### src/rtl/cpu_defs.sv
// Shared definitions for the fetch path: one-hot FSM states, instruction class codes, default widths.
package cpu_defs;

    localparam int INSTR_WIDTH = 20;
    localparam int PC_BITS     = 5;

    typedef enum logic [4:0] {
        IDLE   = 5'b00001,
        FETCH  = 5'b00010,
        WAIT   = 5'b00100,
        ISSUE  = 5'b01000,
        HALTED = 5'b10000
    } state_t;

    localparam logic [1:0] CLS_HALT  = 2'b00;
    localparam logic [1:0] CLS_STD   = 2'b01;
    localparam logic [1:0] CLS_LOAD  = 2'b10;
    localparam logic [1:0] CLS_STORE = 2'b11;

endpackage

### src/rtl/pc_reg.sv
// Program counter: load has priority over increment; increment wraps modulo 2^PC_BITS.
module pc_reg #(
    parameter int PC_BITS = cpu_defs::PC_BITS
) (
    input  logic               clk,
    input  logic               rst,
    input  logic               load,
    input  logic [PC_BITS-1:0] load_val,
    input  logic               inc,
    output logic [PC_BITS-1:0] pc
);

    always_ff @(posedge clk) begin
        if (rst)       pc <= '0;
        else if (load) pc <= load_val;
        else if (inc)  pc <= pc + 1'b1;
    end

endmodule

### src/rtl/instr_fetch_seq.sv
// Instruction fetch sequencer: PC, synchronous imem read, one held instruction on a valid/done handshake.
// Optional retire counter output enabled by defining FETCH_SEQ_RETIRE_CNT_EN.
module instr_fetch_seq
    import cpu_defs::*;
#(
    parameter int INSTR_WIDTH = cpu_defs::INSTR_WIDTH,
    parameter int PC_BITS     = cpu_defs::PC_BITS
) (
    input  logic                   clk,
    input  logic                   rst,
    input  logic                   start,
    input  logic [PC_BITS-1:0]     start_addr,
    output logic                   imem_en,
    output logic [PC_BITS-1:0]     imem_addr,
    input  logic [INSTR_WIDTH-1:0] imem_rdata,
    output logic [INSTR_WIDTH-1:0] instr,
    output logic                   instr_valid,
    input  logic                   instr_done,
    input  logic                   jump_en,
    input  logic [PC_BITS-1:0]     jump_addr,
    output logic                   busy,
    output logic                   halted,
    output logic [4:0]             state_dbg
`ifdef FETCH_SEQ_RETIRE_CNT_EN
    ,
    output logic [15:0]            retire_cnt
`endif
);

    // Handshake: instr is valid while instr_valid=1 (ISSUE only) and stays stable
    // until instr_done is sampled high; instr_valid drops the following cycle.
    state_t             state, state_nxt;
    logic               start_acc, done_acc;
    logic [PC_BITS-1:0] pc;

    assign start_acc = start && ((state == IDLE) || (state == HALTED));
    assign done_acc  = instr_done && (state == ISSUE);

    pc_reg #(.PC_BITS(PC_BITS)) u_pc_reg (
        .clk      (clk),
        .rst      (rst),
        .load     (start_acc || (done_acc && jump_en)),
        .load_val (start_acc ? start_addr : jump_addr),
        .inc      (done_acc && !jump_en),
        .pc       (pc)
    );

    always_ff @(posedge clk) begin
        if (rst) state <= IDLE;
        else     state <= state_nxt;
    end

    always_comb begin
        state_nxt = state;
        case (state)
            IDLE:    if (start_acc) state_nxt = FETCH;
            FETCH:   state_nxt = WAIT;
            WAIT:    state_nxt = (imem_rdata[INSTR_WIDTH-1 -: 2] == CLS_HALT) ? HALTED : ISSUE;
            ISSUE:   if (done_acc) state_nxt = FETCH;
            HALTED:  if (start_acc) state_nxt = FETCH;
            default: state_nxt = IDLE;
        endcase
    end

    always_comb begin
        imem_en     = (state == FETCH);
        instr_valid = (state == ISSUE);
        busy        = (state == FETCH) || (state == WAIT) || (state == ISSUE);
        halted      = (state == HALTED);
    end

    // The PC register itself drives the memory address, so it is registered and only moves on load/inc.
    assign imem_addr = pc;
    assign state_dbg = state;

    always_ff @(posedge clk) begin
        if (rst)                instr <= '0;
        else if (state == WAIT) instr <= imem_rdata;
    end

`ifdef FETCH_SEQ_RETIRE_CNT_EN
    always_ff @(posedge clk) begin
        if (rst || start_acc) retire_cnt <= '0;
        else if (done_acc)    retire_cnt <= retire_cnt + 16'd1;
    end
`endif

endmodule
### config.mk
export PLATFORM = sky130hd
export DESIGN_NAME = instr_fetch_seq
export DESIGN_NICKNAME = d
export VERILOG_FILES = /design/src/rtl/cpu_defs.sv /design/src/rtl/pc_reg.sv /design/src/rtl/instr_fetch_seq.sv
export SDC_FILE = /design/constraint.sdc
export NUM_CORES = 1
export LEC_CHECK = 0
export CORE_ASPECT_RATIO = 1.2
export CORE_MARGIN = 5
export CORE_UTILIZATION = 40
export DETAILED_ROUTE_END_ITERATION = 16
export GPL_TIMING_DRIVEN = 0
export PLACE_DENSITY = 0.87
export SYNTH_ARGS = -nofsm -noshare
export SYNTH_HDL_FRONTEND = slang
export SYNTH_HIERARCHICAL = 1
export SYNTH_SLANG_ARGS = --single-unit
export TNS_END_PERCENT = 20
### constraint.sdc
create_clock -name clk -period 2.1 [get_ports clk]
set_clock_uncertainty 0.15 [all_clocks]
set_input_delay 0.42 -clock clk [delete_from_list [all_inputs] [get_ports clk]]
set_output_delay 0.42 -clock clk [all_outputs]
set_load 0.05 [all_outputs]
==> reports/results.txt <==
CP arrival: 1.55 ns
Worst VDD drop: 0.6877 mV
Failing checks: negative setup slack
Initial DRC Count: 60
Reg area: 609.3 sq um
Met3 WL: 387 um
TNS Setup: -0.01894 ns
Seq cells post-synth: 30
Routed WL per cell: 14.63 um
Final Non-Filler Cells: 280
Top post-synthesis cells by area: dfxtp_1 (42%), a21oi_1 (8.4%), o21ai_0 (7.7%), nand3_1 (7.3%), mux2_2 (3.9%)
Global-route wire length before repair: 6955 um
Placed cells: 272
Number of port buffers: 68
Critical path class: reg2out
Logic gate share of total power: 40.8%
Final-report setup violation count: 1
H-tree Lvls: 2
Final WL: 4097 um
Routed vias: 1,516
Crit-path slowest cell: or3_4
FP Rows: 23
Max Transition Viols Final: 0
EDFF count, synth: 0
GRT Resource Usage Total: 18.31%
Leakage power: 0.8747 nW
Post-route DRC violation count: 0
Synth Instances: 167
Compound-Gate Fraction of Synth Area: 21.75%
Mux share of post-synthesis cell area: 6.114%
P_int: 1.356 mW
Status: finished, violations left
Switching fraction of total power: 36.73%
Net switching power: 0.7871 mW
Post-Synth XOR/XNOR Area: 3.668%
Main combinational cell family by area after synthesis: compound AO/OA/AOI/OAI gates
CTS root buf: clkbuf_8
Area Overhead vs Synth: 64.28%
Synth async-reset ratio: 0%
Core area: 0.003396 sq mm
Worst hold path cell count: 2
Hold WC Path Type: reg2reg
Critical path capture point type: output pin
Post-synth top area share: 41.92%
Final hold viol count: 0
Max Cap Viol: 0
CP cell instances: buf_4 > or3_4 > nor3b_4 > buf_6
Die area: 0.004883 sq mm
Vias per inst: 5.414
HPWL reported at the end of detailed placement: 3035 um
TritonCTS buffer count: 5
TritonRoute pass-1 iters: 6
Antenna violations before repair: 0
GP Congestion: 0.8891
TritonCTS clock tree: yes
Nets: 279
CP max FO: 9
Inserted Diodes: 0
Crit path required time: 1.53 ns
# IOs: 69
Post-synth top area cell: dfxtp_1
Worst-Margin Slew: 0.5411 ns
RSZ-0062 raised after global routing: true
Critical path's largest stage delay: 0.37 ns
Max-slew headroom: 63.60%
Post-route ant nets: 0
Clock power share: 27.9%
Highest routed layer: met4
Longest Clk Path Bufs: 2
Layout cells sized above 1: 15.64%
Sequential power share: 31.3%
Largest net degree at the start of global routing: 11
Tmin final: 2.119 ns
Most used DFF post-synth: dfxtp_1
Pwr/cell area: 910.6 mW/mm^2
Final worst-path cycle share: 100.9%
Max reg flops: 20
Syn Area/Cell: 8.579 sq um
# fillers: 279
Adder-cell share of the synthesized area: 0.8734%
Seq/Total Area, Yosys: 41.92%
Syn_nets: 203
Mapped cell area: 0.001433 sq mm
Met1 WL: 1572 um
Clk_lat worst skew: 0.29 ns
Gr ovfl total: 0
Starting Density: 42.19%
Met2 routed WL: 2102 um
Worst-path clk slew: 0.07 ns
Unique masters post-synth: 38
Die Wd: 64.63 um
Worst setup margin: -0.01894 ns
Synth Area in Simple Gates: 19.83%
DIE HEIGHT: 75.56 um
Synth warn: 6
Vias in the first global route: 1,576
Max Fclk: 0.4719 GHz
Clock sink count: 30
Setup crit start kind: register
Cell depth of the worst flop-to-flop path: 8
Multi-input gate area: 809.5 sq um
## routing by layer
| metal | vias up | global-route usage, % |
|---|---|---|
| li1 | 758 | - |
| met1 | 703 | 18.98 |
| met2 | 50 | 32.57 |
| met3 | 5 | 8.850 |
| met4 | 0 | 6.573 |
| met5 | - | 0 |
## repair_timing
item,4_1_cts,5_1_grt
buffers inserted,0,1
endpoints found under the setup margin,7,11
resized for setup,29,7
hold endpoints to repair,0,0
pin swaps,1,2
hold buffers,0,0
## power by group through the flow
| stage | clock network [mW] | registers [mW] | logic (mW) |
|---|---|---|---|
| after global placement | 0 | 0.678 | 0.839 |
| after global routing | 0.629 | 0.680 | 0.938 |
| after CTS | 0.604 | 0.669 | 0.865 |
| after detailed placement | 0 | 0.680 | 0.849 |
| after floorplan | 0 | 0.832 | 0.428 |
| final | 0.597 | 0.671 | 0.875 |
## cell families after synthesis
group                    after synthesis
AO/OA/AOI/OAI                         56
AND/OR/NAND/NOR                       48
flip-flops                            30
adder cells (fa/ha/maj)                1
buffers and inverters                 18
multiplexers                           8
XOR/XNOR                               6
## cell type report
type | instances | area share (%)
multi-input combinational | 119 | 34.40
timing repair buffer | 69 | 29.29
sequential | 30 | 25.89
clock buffer | 6 | 3.509
buffer | 15 | 3.190
tap | 37 | 1.967
clock inverter | 1 | 1.276
inverter | 3 | 0.4785
## path summary, 6_finish.rpt
check / slack (ns) / start / endpoint
setup / recovery: -0.02 / state_dbg[0] / imem_en
hold / removal: 0.32 / instr[18] / instr[18]
setup reg to reg: 0.14 / state_dbg[0] / u_pc_reg/pc[4]
hold reg to reg: 0.32 / instr[18] / instr[18]
## Yosys cell counts (all sizes together) (2+ instances only)
master  count
mux2i       2
buf         7
clkbuf      8
nor2        7
dfxtp      30
nor4        2
nand4       2
mux2        6
nand3      21
inv         3
xor2        2
xnor2       4
o21a        3
nor3b       3
nor2b       2
o211ai      2
and2        2
o21ai      22
a21oi      24
## cell usage in the layout (no fill, tap or decap), types with 2 or more instances in the layout
cell type,n
nor2_1,6
dfxtp_1,25
a21oi_1,24
o211ai_1,2
o21ai_0,22
xnor2_1,3
nand3_1,21
clkdlybuf4s50_1,60
mux2i_1,2
buf_2,4
dlymetal6s2s_1,3
nor3b_4,2
nor4_1,2
dfxtp_2,4
clkbuf_1,8
nand4_1,2
o21a_1,3
buf_4,4
inv_1,3
mux2_2,5
nor2b_1,2
clkbuf_8,6
buf_6,3
xor2_1,2
## per-stage QoR
stage	total power, mW	setup slack [ns]	hold WS (ns)	util [%]	instance area, sq um
after CTS	2.138	-0.02304	0.3240	68.35	2321
after global routing	2.248	-0.05719	0.3418	69.31	2354
after floorplan	1.260	-0.04972	0.3424	-	1476
final	2.143	-0.01894	0.3215	69.31	2354
after detailed placement	1.529	-0.4023	0.3155	64.89	2203
after global placement	1.517	-0.4013	0.3102	64.89	2203
## critical path, delay by kind of cell, from the launching register on
kind	cells	cell delay, ns
buf+inv	2	0.36
simple gates	2	0.58
flops	1	0.32
Note: power is estimated with default switching activity, not from simulation.
